<file path="src/rtl/jtframe_rom_resp_pkg.sv">
// Shared types and defaults for the frame-side SDRAM request responder.
package jtframe_rom_resp_pkg;

  // Sequencer states: prog write, refresh, two-beat read, game write-back.
  typedef enum logic [2:0] {
    IDLE,
    PWR,
    REF,
    RD0,
    W0,
    RD1,
    W1,
    GWR
  } state_t;

  // Default number of clock cycles between refresh requests.
  localparam int unsigned DEF_REF_PERIOD = 384;

endpackage

</file>
<file path="src/rtl/jtframe_ref_timer.sv">
// Free-running refresh interval counter with a sticky pending-refresh flag.
module jtframe_ref_timer
  import jtframe_rom_resp_pkg::*;
#(
  parameter int unsigned REF_PERIOD = DEF_REF_PERIOD
) (
  input  logic i_clk,
  input  logic i_rst,
  input  logic i_clear,
  input  logic i_enable,
  output logic o_pending
);

  localparam int unsigned   CW   = (REF_PERIOD > 1) ? $clog2(REF_PERIOD) : 1;
  localparam logic [CW-1:0] LAST = CW'(REF_PERIOD - 1);

  logic [CW-1:0] r_cnt;
  logic          r_pending;
  logic          w_wrap;

  assign w_wrap    = (r_cnt == LAST);
  assign o_pending = r_pending;

  // Count 0..REF_PERIOD-1 and wrap.
  always_ff @(posedge i_clk) begin
    if (i_rst) begin
      r_cnt <= '0;
    end else if (w_wrap) begin
      r_cnt <= '0;
    end else begin
      r_cnt <= r_cnt + 1'b1;
    end
  end

  // Raise a refresh at each wrap when permitted; a new request outranks a clear.
  always_ff @(posedge i_clk) begin
    if (i_rst) begin
      r_pending <= 1'b0;
    end else if (w_wrap && i_enable) begin
      r_pending <= 1'b1;
    end else if (i_clear) begin
      r_pending <= 1'b0;
    end
  end

endmodule

</file>
<file path="src/rtl/jtframe_rom_resp.sv">
// Frame-side responder: serves game SDRAM requests (32-bit reads built from two
// 16-bit backend reads, 16-bit write-backs), download writes and refreshes.
module jtframe_rom_resp
  import jtframe_rom_resp_pkg::*;
#(
  parameter int unsigned AW         = 22,
  parameter int unsigned REF_PERIOD = DEF_REF_PERIOD
) (
  input  logic          clk,
  input  logic          rst,
  input  logic          downloading,
  input  logic [AW-1:0] prog_addr,
  input  logic [7:0]    prog_data,
  input  logic [1:0]    prog_mask,
  input  logic          prog_we,
  input  logic          sdram_req,
  input  logic [AW-1:0] sdram_addr,
  input  logic [1:0]    sdram_bank,
  input  logic          sdram_rnw,
  input  logic [1:0]    sdram_wrmask,
  input  logic [15:0]   data_write,
  input  logic          refresh_en,
  output logic          sdram_ack,
  output logic          data_rdy,
  output logic [31:0]   data_read,
  output logic          dwnld_busy,
  output logic          mem_rd,
  output logic          mem_wr,
  output logic [AW+1:0] mem_addr,
  output logic [15:0]   mem_din,
  output logic [1:0]    mem_wmask,
  output logic          mem_ref,
  input  logic          mem_busy,
  input  logic [15:0]   mem_dout,
  input  logic          mem_dvalid
);

  state_t r_state, w_next;

  // Download write holding register
  logic          r_pwr_pend;
  logic [AW-1:0] r_paddr;
  logic [7:0]    r_pdata;
  logic [1:0]    r_pmask;
  logic [AW-1:0] w_paddr;
  logic [7:0]    w_pdata;
  logic [1:0]    w_pmask;

  // Captured game request
  logic          r_gpend;
  logic          r_grnw;
  logic [AW-1:0] r_gaddr;
  logic [1:0]    r_gbank;
  logic [15:0]   r_gdata;
  logic [1:0]    r_gmask;
  logic          w_grnw;
  logic [AW-1:0] w_gaddr;
  logic [1:0]    w_gbank;
  logic [15:0]   w_gdata;
  logic [1:0]    w_gmask;

  // Read return path
  logic [15:0]   r_low;
  logic [31:0]   r_data_read;
  logic          r_data_rdy;

  // Backend command registers and their next values
  logic          r_mem_rd, r_mem_wr, r_mem_ref;
  logic [AW+1:0] r_mem_addr;
  logic [15:0]   r_mem_din;
  logic [1:0]    r_mem_wmask;
  logic          w_mem_rd, w_mem_wr, w_mem_ref;
  logic [AW+1:0] w_mem_addr;
  logic [15:0]   w_mem_din;
  logic [1:0]    w_mem_wmask;

  logic          w_accept;
  logic          w_rd_take, w_wr_take, w_ref_take;
  logic          w_ref_pend, w_ref_clear;

  jtframe_ref_timer #(
    .REF_PERIOD (REF_PERIOD)
  ) u_ref_timer (
    .i_clk     (clk),
    .i_rst     (rst),
    .i_clear   (w_ref_clear),
    .i_enable  (refresh_en | downloading),
    .o_pending (w_ref_pend)
  );

  assign w_rd_take   = r_mem_rd  & ~mem_busy;
  assign w_wr_take   = r_mem_wr  & ~mem_busy;
  assign w_ref_take  = r_mem_ref & ~mem_busy;
  assign w_ref_clear = (r_state == REF) && w_ref_take;

  // A game request is taken only from an otherwise idle sequencer. The ack is
  // driven straight from this decision so it lands in the accepting cycle.
  assign w_accept = !rst && (r_state == IDLE) && !r_gpend && !r_pwr_pend &&
                    !w_ref_pend && sdram_req && !downloading;

  // Same-cycle captures are forwarded so the command can issue one cycle later.
  assign w_grnw  = w_accept ? sdram_rnw    : r_grnw;
  assign w_gaddr = w_accept ? sdram_addr   : r_gaddr;
  assign w_gbank = w_accept ? sdram_bank   : r_gbank;
  assign w_gdata = w_accept ? data_write   : r_gdata;
  assign w_gmask = w_accept ? sdram_wrmask : r_gmask;

  assign w_paddr = (prog_we && !r_pwr_pend) ? prog_addr : r_paddr;
  assign w_pdata = (prog_we && !r_pwr_pend) ? prog_data : r_pdata;
  assign w_pmask = (prog_we && !r_pwr_pend) ? prog_mask : r_pmask;

  assign sdram_ack  = w_accept;
  assign data_rdy   = r_data_rdy;
  assign data_read  = r_data_read;
  assign dwnld_busy = r_pwr_pend;
  assign mem_rd     = r_mem_rd;
  assign mem_wr     = r_mem_wr;
  assign mem_ref    = r_mem_ref;
  assign mem_addr   = r_mem_addr;
  assign mem_din    = r_mem_din;
  assign mem_wmask  = r_mem_wmask;

  // State register
  always_ff @(posedge clk) begin
    if (rst) begin
      r_state <= IDLE;
    end else begin
      r_state <= w_next;
    end
  end

  // Next-state selection; IDLE arbitrates prog write > refresh > game request
  always_comb begin
    w_next = r_state;
    case (r_state)
      IDLE: begin
        if (r_pwr_pend || prog_we) begin
          w_next = PWR;
        end else if (w_ref_pend) begin
          w_next = REF;
        end else if (r_gpend || w_accept) begin
          w_next = w_grnw ? RD0 : GWR;
        end
      end
      PWR:     if (w_wr_take)  w_next = IDLE;
      REF:     if (w_ref_take) w_next = IDLE;
      RD0:     if (w_rd_take)  w_next = W0;
      W0:      if (mem_dvalid) w_next = RD1;
      RD1:     if (w_rd_take)  w_next = W1;
      W1:      if (mem_dvalid) w_next = IDLE;
      GWR:     if (w_wr_take)  w_next = IDLE;
      default: w_next = IDLE;
    endcase
  end

  // Command decode from the next state so commands are registered on entry
  // and stay asserted for as long as the state waits for acceptance.
  always_comb begin
    w_mem_rd    = 1'b0;
    w_mem_wr    = 1'b0;
    w_mem_ref   = 1'b0;
    w_mem_addr  = r_mem_addr;
    w_mem_din   = r_mem_din;
    w_mem_wmask = r_mem_wmask;
    case (w_next)
      PWR: begin
        w_mem_wr    = 1'b1;
        w_mem_addr  = {2'b00, w_paddr};
        w_mem_din   = {w_pdata, w_pdata};
        w_mem_wmask = w_pmask;
      end
      REF: w_mem_ref = 1'b1;
      RD0: begin
        w_mem_rd   = 1'b1;
        w_mem_addr = {w_gbank, w_gaddr};
      end
      RD1: begin
        w_mem_rd   = 1'b1;
        w_mem_addr = {r_gbank, r_gaddr + 1'b1};
      end
      GWR: begin
        w_mem_wr    = 1'b1;
        w_mem_addr  = {w_gbank, w_gaddr};
        w_mem_din   = w_gdata;
        w_mem_wmask = w_gmask;
      end
      default: ;
    endcase
  end

  // Backend command output registers
  always_ff @(posedge clk) begin
    if (rst) begin
      r_mem_rd    <= 1'b0;
      r_mem_wr    <= 1'b0;
      r_mem_ref   <= 1'b0;
      r_mem_addr  <= '0;
      r_mem_din   <= '0;
      r_mem_wmask <= '1;
    end else begin
      r_mem_rd    <= w_mem_rd;
      r_mem_wr    <= w_mem_wr;
      r_mem_ref   <= w_mem_ref;
      r_mem_addr  <= w_mem_addr;
      r_mem_din   <= w_mem_din;
      r_mem_wmask <= w_mem_wmask;
    end
  end

  // Game request capture; a request acked alongside a prog write waits in r_gpend
  always_ff @(posedge clk) begin
    if (rst) begin
      r_gpend <= 1'b0;
      r_grnw  <= 1'b0;
      r_gaddr <= '0;
      r_gbank <= '0;
      r_gdata <= '0;
      r_gmask <= '1;
    end else begin
      if (w_accept) begin
        r_grnw  <= sdram_rnw;
        r_gaddr <= sdram_addr;
        r_gbank <= sdram_bank;
        r_gdata <= data_write;
        r_gmask <= sdram_wrmask;
      end
      if (w_accept && (w_next == PWR)) begin
        r_gpend <= 1'b1;
      end else if ((r_state == IDLE) && ((w_next == RD0) || (w_next == GWR))) begin
        r_gpend <= 1'b0;
      end
    end
  end

  // Download write holding register, filled in any state
  always_ff @(posedge clk) begin
    if (rst) begin
      r_pwr_pend <= 1'b0;
      r_paddr    <= '0;
      r_pdata    <= '0;
      r_pmask    <= '1;
    end else if (prog_we) begin
      r_pwr_pend <= 1'b1;
      r_paddr    <= prog_addr;
      r_pdata    <= prog_data;
      r_pmask    <= prog_mask;
    end else if ((r_state == PWR) && w_wr_take) begin
      r_pwr_pend <= 1'b0;
    end
  end

  // Read return: low word first, then assemble and pulse data_rdy
  always_ff @(posedge clk) begin
    if (rst) begin
      r_low       <= '0;
      r_data_read <= '0;
      r_data_rdy  <= 1'b0;
    end else begin
      r_data_rdy <= 1'b0;
      if ((r_state == W0) && mem_dvalid) begin
        r_low <= mem_dout;
      end
      if ((r_state == W1) && mem_dvalid) begin
        r_data_read <= {mem_dout, r_low};
        r_data_rdy  <= 1'b1;
      end
    end
  end

endmodule

</file>
<file path="config.mk">
export PLATFORM = sky130hd
export DESIGN_NAME = jtframe_rom_resp
export DESIGN_NICKNAME = d
export VERILOG_FILES = /design/src/rtl/jtframe_rom_resp_pkg.sv /design/src/rtl/jtframe_ref_timer.sv /design/src/rtl/jtframe_rom_resp.sv
export SDC_FILE = /design/constraint.sdc
export NUM_CORES = 1
export LEC_CHECK = 0
export BUFFER_PORTS_ARGS = -buffer_cell sky130_fd_sc_hd__clkbuf_2
export CAP_MARGIN = 10
export CORE_MARGIN = 2
export CORE_UTILIZATION = 49
export CTS_CLUSTER_SIZE = 16
export DETAILED_ROUTE_END_ITERATION = 8
export GPL_TIMING_DRIVEN = 0
export HOLD_SLACK_MARGIN = 0.02
export PLACE_DENSITY = 0.84
export RECOVER_POWER = 25
export SLEW_MARGIN = 20
export SYNTH_ARGS = -nofsm -noshare
export SYNTH_HDL_FRONTEND = slang
export SYNTH_SLANG_ARGS = --single-unit
</file>
<file path="constraint.sdc">
create_clock -name clk -period 2.2 [get_ports clk]
set_clock_uncertainty 0.2 [all_clocks]
set_input_delay 0.22 -clock clk [delete_from_list [all_inputs] [get_ports clk]]
set_output_delay 0.22 -clock clk [all_outputs]
set_load 0.03 [all_outputs]
</file>
Word-level counts from Yosys, hierarchy flattened --
Cells that the tools add are included.
Word-level totals: flip-flop bits (word level) 184, latch bits 0, RAM bits 0, memory bits (read-only) 0, input bits 99, output and inout bits 80, logic and storage cells 107, memories 0
Operators by class: $add $sub $neg 2, multiply operators 0, divide/modulo/power cells 0, $lt $le $gt $ge 0, equality and inequality tests 13, shifts and indexed selects 0, muxes and demuxes 32, bitwise operators 5, reduce and logical (&&, ||, !) cells 33
Operators by type and width (count):
- $pmux W24 S3 | 1
- $mux W22 | 2
- $pmux W16 S2 | 1
- $mux W3 | 10
- $add A22 B1 Y22 const B | 1
- $pmux W3 S7 | 1
- $eq A3 B3 Y1 const B | 6
- $mux W16 | 1
- $logic_and A1 B1 Y1 | 14
- $eq A3 B2 Y1 const B | 4
- $mux W1 | 11
- $reduce_or A2 Y1 | 5
- $add A9 B1 Y9 const B | 1
- $eq A9 B9 Y1 const B | 1
- $mux W8 | 1
- $reduce_bool A2 Y1 | 4
- $eq A3 B1 Y1 const B | 2
- $mux W2 | 3
- $logic_not A1 Y1 | 5
- $pmux W2 S2 | 1
- $and A1 B1 Y1 | 3
- $logic_not A3 Y1 | 1
- $logic_or A1 B1 Y1 | 3
- $reduce_bool A3 Y1 | 1
- other kinds (2) | 2

Depth between registers and ports, before layout --
word-level depth 18, depth in mapped cells 10, mapped depth without buffers 7

Modules after synthesis --
A second synthesis with hierarchy kept.
Unflattened totals: cell total of the unflattened synthesis 913, area total of the unflattened synthesis 8179.1 um^2
By module, submodules not included:
- jtframe_rom_resp | times used 1, cells each 865, area an instance 7742.4 um^2, sequential area each 3483.3 um^2
- jtframe_ref_timer | times used 1, cells each 48, area an instance 436.7 um^2, sequential area each 200.2 um^2

Worst setup path before layout --
No wires, ideal clock.
kind reg-to-reg, start point register r_pwr_pend (netlist: dwnld_busy), end point register r_mem_din[10] (netlist: mem_din[10]), setup time 0.139 ns, arrival time 2.200 ns, data required time 1.861 ns, path slack -0.340 ns, stages on the path, launching flop included 9, path buffers 2, clock period less this slack 2.540 ns, cell sequence dfxtp_1 -> nor4b_4 -> a211oi_1 -> o32a_1 -> buf_2 -> a21oi_2 -> buf_4 -> a32o_1 -> a22oi_1
Between the ends: cells in the longest elaborated chain, start to end 13, elaborated cells between the ends (all ways) 20, classes of those cells eq/ne (2); mux (9); reduce/logical (9)
RTL lines:
- from (decl) | RTL line jtframe_rom_resp.sv:41 | logic r_pwr_pend;
- from (signal assigned) | RTL line jtframe_rom_resp.sv:238 | r_pwr_pend <= 1'b0;
- from (signal assigned) | RTL line jtframe_rom_resp.sv:243 | r_pwr_pend <= 1'b1;
- from (signal assigned) | RTL line jtframe_rom_resp.sv:248 | r_pwr_pend <= 1'b0;
- $logic_not A1 Y1 | RTL line jtframe_rom_resp.sv:98, jtframe_rom_resp.sv:109
- $logic_and A1 B1 Y1 (2 in a row) | RTL line jtframe_rom_resp.sv:98 | assign w_accept = !rst && (r_state == IDLE) && !r_gpend && !r_pwr_pend &&
- $logic_and A1 B1 Y1 (2 in a row) | RTL line jtframe_rom_resp.sv:99 | !w_ref_pend && sdram_req && !downloading;
- $mux W1
- $mux W3 | RTL line jtframe_rom_resp.sv:142 | w_next = w_grnw ? RD0 : GWR;
- $mux W3 | RTL line jtframe_rom_resp.sv:141 | end else if (r_gpend || w_accept) begin
- $mux W3 | RTL line jtframe_rom_resp.sv:139 | end else if (w_ref_pend) begin
- $mux W3 | RTL line jtframe_rom_resp.sv:137 | if (r_pwr_pend || prog_we) begin
- $pmux W3 S7 | RTL line jtframe_rom_resp.sv:135 | case (r_state)
- $eq A3 B3 Y1 / $eq A3 B1 Y1 (equally long branches) | RTL line jtframe_rom_resp.sv:165 | case (w_next)
- $pmux W16 S2 / $reduce_bool A2 Y1 (equally long branches)
- to (signal assigned) | RTL line jtframe_rom_resp.sv:205 | r_mem_din <= w_mem_din;
- to (decl) | RTL line jtframe_rom_resp.sv:70 | logic [15:0] r_mem_din;
Several ways; a longest one is shown, not always the timed one. A chain may end at the register's enable or synchronous reset.

Final worst setup path --
start point register r_pwr_pend (netlist: dwnld_busy), end point register r_mem_addr[14] (netlist: mem_addr[14])
Between the ends: cells in the longest elaborated chain, start to end 14, elaborated cells between the ends (all ways) 23, classes of those cells eq/ne (4); mux (9); reduce/logical (10)
RTL lines:
- $logic_not A1 Y1 | RTL line jtframe_rom_resp.sv:98, jtframe_rom_resp.sv:108
- $logic_and A1 B1 Y1 (2 in a row) | RTL line jtframe_rom_resp.sv:98
- $logic_and A1 B1 Y1 (2 in a row) | RTL line jtframe_rom_resp.sv:99
- $mux W1
- $mux W3 | RTL line jtframe_rom_resp.sv:142
- $mux W3 | RTL line jtframe_rom_resp.sv:141
- $mux W3 | RTL line jtframe_rom_resp.sv:139
- $mux W3 | RTL line jtframe_rom_resp.sv:137
- $pmux W3 S7 | RTL line jtframe_rom_resp.sv:135
- $eq A3 B2 Y1 / $eq A3 B3 Y1 (equally long branches) | RTL line jtframe_rom_resp.sv:165
- $reduce_or A2 Y1 (no line)
- $pmux W24 S3 / $reduce_bool A3 Y1 (equally long branches)
- to (signal assigned) | RTL line jtframe_rom_resp.sv:204 | r_mem_addr <= w_mem_addr;
- to (decl) | RTL line jtframe_rom_resp.sv:69 | logic [AW+1:0] r_mem_addr;
Several ways; a longest one is shown, not always the timed one.

==> out/summary.json <==
{
  "min_period_over_period_pct": 131,
  "nets": 1432,
  "outcome": "finished, violations left",
  "cp.arrival_ns": 2.96,
  "topRoutingLayerUsed": "met4",
  "synthTopCellsByArea": "sky130_fd_sc_hd__dfxtp_1 (46%), sky130_fd_sc_hd__nand2_1 (13%), sky130_fd_sc_hd__mux2i_1 (8.5%)",
  "drt_drc_violations_left": 1,
  "failed_checks": "DRC, setup timing",
  "slew_at_the_pin_closest_to_its_max_slew_limit_ns": 0.846,
  "timing_max_transition_violations_final": 0,
  "postLayoutSetupSlackWorst_ns": -0.680,
  "share_of_cell_area_taken_by_muxes_after_synthesis_pct": 8.67,
  "gp_congestion": 0.915,
  "timing.critical_path.required_ns": 2.28,
  "synth_cell_type_count": 54,
  "dp_worst_setup_slack_ns": -0.739,
  "finalCriticalPeriod_ns": 2.88,
  "place_area_sq_mm": 0.00933,
  "number_of_antenna_violations_at_the_first_check_in_global_routing": 0,
  "mean_area_per_synthesized_cell_sq_um": 8.11,
  "detailedRoute.firstPassIterationCount": 9,
  "dominantRegCellSynth": "sky130_fd_sc_hd__dfxtp_1",
  "tritoncts": "done",
  "detail_route.wirelength_um": 35100,
  "largest_net_degree_at_the_start_of_global_routing": 17,
  "regToRegSetupSlack_ns": -0.68,
  "insertion_delay_to_the_later_sink_of_the_worst_skew_pair_ns": 0.45,
  "max-vdd-ir-drop_mv": 0.900,
  "mappedNetlistArea_sq_mm": 0.00809,
  "setup_viol": 47,
  "synth.top_cell.area_share_pct": 45.5,
  "layoutNonFillerInstCount": 1560,
  "rows": 46,
  "grt_setup_unrepaired": "yes",
  "hpwlAfterDp_um": 17900,
  "io-pin-count": 179,
  "cts_root_buf": "sky130_fd_sc_hd__clkbuf_16",
  "worst_hold_start": "downloading",
  "synthDominantAreaCellType": "sky130_fd_sc_hd__dfxtp_1",
  "post_drt_wl_per_cell_um": 22.5,
  "worstReg2RegStart": "dwnld_busy$_SDFFE_PP0P_",
  "chipWidth_um": 133,
  "fraction_of_layout_cells_with_a_size_suffix_above_1_pct": 23.9,
  "synthesis.instances": 998,
  "ys.warnings.count": 0,
  "core-area_sq_mm": 0.0160,
  "route.met2.wl_um": 15000,
  "final_area_sq_mm": 0.0118,
  "grt_remaining_overflow": 0,
  "gr-usage-all-layers_pct": 33.2,
  "share_of_async_settable_or_async_resettable_flops_after_synthesis_pct": 0,
  "dieArea_sq_mm": 0.0176,
  "regToRegEndpoint": "mem_addr[14]$_SDFFE_PP0P_",
  "cap_violations": 0,
  "seq_area_frac_synth_pct": 45.5,
  "hold-path-endpoint": "u_ref_timer.o_pending$_SDFFE_PP0P_",
  "power.leakage_nw": 4.98,
  "first_pass_grt_wire_length_um": 46000,
  "final.hold.worst_slack_ns": 0.0623,
  "drt.antenna.violating_nets": 0,
  "number_of_fill_cells_in_the_layout": 1020,
  "hold_path.class": "primary input to flop",
  "io_buffer_count": 177,
  "worst-r2r-cell-count": 10,
  "totalNegativeSetupSlack_ns": -8.91,
  "path_class": "flop to flop",
  "yosys.area_share.simple_pct": 22.9,
  "die_h_um": 133,
  "wl_met1_um": 12400,
  "clkSinkCount": 184,
  "worst_slew_margin_relative_to_its_limit_pct": 43.6,
  "clock_tree.htree_level_count": 4,
  "floorplan.initialDensity_pct": 50.6,
  "cts.reportedPaths.clkPinSlew_ns": 0.07,
  "clock_buffer_count_from_cts": 17,
  "num_vias": 9985,
  "postLayoutCoreUtil_pct": 73.5,
  "antenna-diode-count": 0,
  "timing.final.hold_violations": 0,
  "timing.critical_path.to_type": "flop",
  "power_density_mw_per_mm2": 1370,
  "synthesis.nets": 1099,
  "vias_per_cell": 6.40,
  "placed_cells_incl_taps": 1391,
  "syn2layout_area_growth_pct": 45.4,
  "synth_fa_ha_area_share_pct": 0.309,
  "highest_clock_rate_ghz": 0.347,
  "cells_on_worst_hold_path": 3,
  "start_kind": "flop",
  "yosys_register_bits": 184,
  "synth_compound_area_share_pct": 16.0,
  "dr_wl_met3_um": 4570,
  "grt_pass1_vias": 8920,
  "synth-xor-area-share_pct": 2.38,
  "dr.first_iter.drc_count": 1715,
  "total_power_mw": 16.1,
  "count_of_flip_flops_with_a_built_in_enable_after_synthesis": 0,
  "clk_path_buf_depth": 2,
  "critical_path_peak_fanout": 5,
  "combinational_family_with_the_most_area_after_synthesis": "simple AND/OR/NAND/NOR gates"
}
## sequential cells by signal, indices dropped and copies added (netlist names), 9 cells and up
| register | count |
|---|---|
| r_paddr | 22 |
| r_gdata | 16 |
| r_gaddr | 22 |
| mem_addr | 24 |
| r_low | 16 |
| u_ref_timer.r_cnt | 9 |
| data_read | 32 |
| mem_din | 16 |
## Yosys cell counts, drive strengths merged (13+ instances only)
cell type	count
a32o	15
buf	27
a22oi	14
dfxtp	184
nand2	277
mux2i	69
nand3	16
a21oi	102
a311oi	21
xor2	13
nor2	99
clkbuf	43
## where the power goes
group	total (mW)	switching [mW]	internal, mW
clock	3.21	1.46	1.75
combinational	8.75	5.05	3.70
sequential	4.11	0.328	3.78
total	16.1	6.84	9.24
## repair_timing
item | CTS | global route
setup buffers | 26 | 14
endpoints found under the setup margin | 71 | 49
gates cloned | 4 | 3
hold endpoints to repair | 117 | 0
hold buffers | 93 | 0
gates resized for setup | 87 | 90
pin swaps | 42 | 25
## worst max-delay path by stage
stage | depth (start not counted) | slack, ns | start | endpoint
finish | 10 | -0.68 | dwnld_busy$_SDFFE_PP0P_ | mem_addr[14]$_SDFFE_PP0P_
floorplan | 9 | -0.14 | dwnld_busy$_SDFFE_PP0P_ | mem_din[10]$_SDFFE_PP0P_
global placement | 8 | -0.70 | r_state[1]$_SDFF_PP0_ | mem_addr[3]$_SDFFE_PP0P_
detailed placement | 8 | -0.74 | r_state[1]$_SDFF_PP0_ | mem_addr[3]$_SDFFE_PP0P_
global route | 10 | -0.68 | dwnld_busy$_SDFFE_PP0P_ | mem_addr[14]$_SDFFE_PP0P_
CTS | 9 | -0.15 | dwnld_busy$_SDFFE_PP0P_ | mem_din[0]$_SDFFE_PP0P_
## cell type report
cell class	instances	area [sq um]	area share (%)
multi-input combinational	735	4470	38.0
sequential	184	3690	31.4
timing repair buffer	316	2200	18.7
buffer	67	498	4.23
clock buffer	20	457	3.88
tap	216	270	2.30
clock inverter	12	140	1.19
inverter	10	40.0	0.340
## placed cells by master (no fill, tap or decap), types with 3 or more instances in the layout
master and instances:
sky130_fd_sc_hd__nand2_1 270, sky130_fd_sc_hd__dfxtp_1 177, sky130_fd_sc_hd__clkbuf_2 128, sky130_fd_sc_hd__a21oi_1 99
sky130_fd_sc_hd__dlygate4sd3_1 93, sky130_fd_sc_hd__nor2_1 91, sky130_fd_sc_hd__clkbuf_1 82, sky130_fd_sc_hd__mux2i_1 66
sky130_fd_sc_hd__buf_4 30, sky130_fd_sc_hd__buf_6 21, sky130_fd_sc_hd__clkbuf_16 18, sky130_fd_sc_hd__a311oi_1 15
sky130_fd_sc_hd__nand3_1 14, sky130_fd_sc_hd__xor2_1 13, sky130_fd_sc_hd__buf_8 11, sky130_fd_sc_hd__a32o_1 11
sky130_fd_sc_hd__xnor2_1 9, sky130_fd_sc_hd__a22oi_1 9, sky130_fd_sc_hd__inv_1 8, sky130_fd_sc_hd__o21ai_0 8
sky130_fd_sc_hd__nor3_1 7, sky130_fd_sc_hd__buf_1 6, sky130_fd_sc_hd__nor2b_1 6, sky130_fd_sc_hd__nand2_2 6
sky130_fd_sc_hd__a311oi_2 6, sky130_fd_sc_hd__dfxtp_2 6, sky130_fd_sc_hd__clkbuf_8 5, sky130_fd_sc_hd__nor2_2 5
sky130_fd_sc_hd__nand4_1 5, sky130_fd_sc_hd__a22oi_2 5, sky130_fd_sc_hd__buf_2 4, sky130_fd_sc_hd__and3_1 4
sky130_fd_sc_hd__a32o_2 4, sky130_fd_sc_hd__or3_1 3, sky130_fd_sc_hd__nor4_1 3, sky130_fd_sc_hd__nor2_4 3
sky130_fd_sc_hd__a211o_1 3, sky130_fd_sc_hd__clkinvlp_4 3
## critical path: stages, from the launching register on
cell and delay, ns:
sky130_fd_sc_hd__dfxtp_4 0.38, sky130_fd_sc_hd__nor4b_4 0.26, sky130_fd_sc_hd__buf_4 0.18, sky130_fd_sc_hd__buf_6 0.13, sky130_fd_sc_hd__nor2_4 0.04, sky130_fd_sc_hd__o211a_4 0.28
sky130_fd_sc_hd__nor2_4 0.24, sky130_fd_sc_hd__buf_6 0.17, sky130_fd_sc_hd__buf_8 0.13, sky130_fd_sc_hd__nor2_1 0.10, sky130_fd_sc_hd__a311oi_1 0.60
## routing by layer
metal	vias up	GRT usage [%]
li1	4092	-
met1	4535	40.5
met2	1012	54.0
met3	346	8.12
met4	0	18.3
met5	-	0
## cell families (layout without fill, tap and decap cells)
group	count (synthesis)	in the layout
AOI/OAI and AO/OA	195	195
xor gates and xnor gates	22	22
adders and majority gates	2	2
buffers and inverters	80	425
DFF	184	184
muxes	70	70
and+or+nand+nor	445	446
No activity file was read; power rests on OpenSTA's default activity.
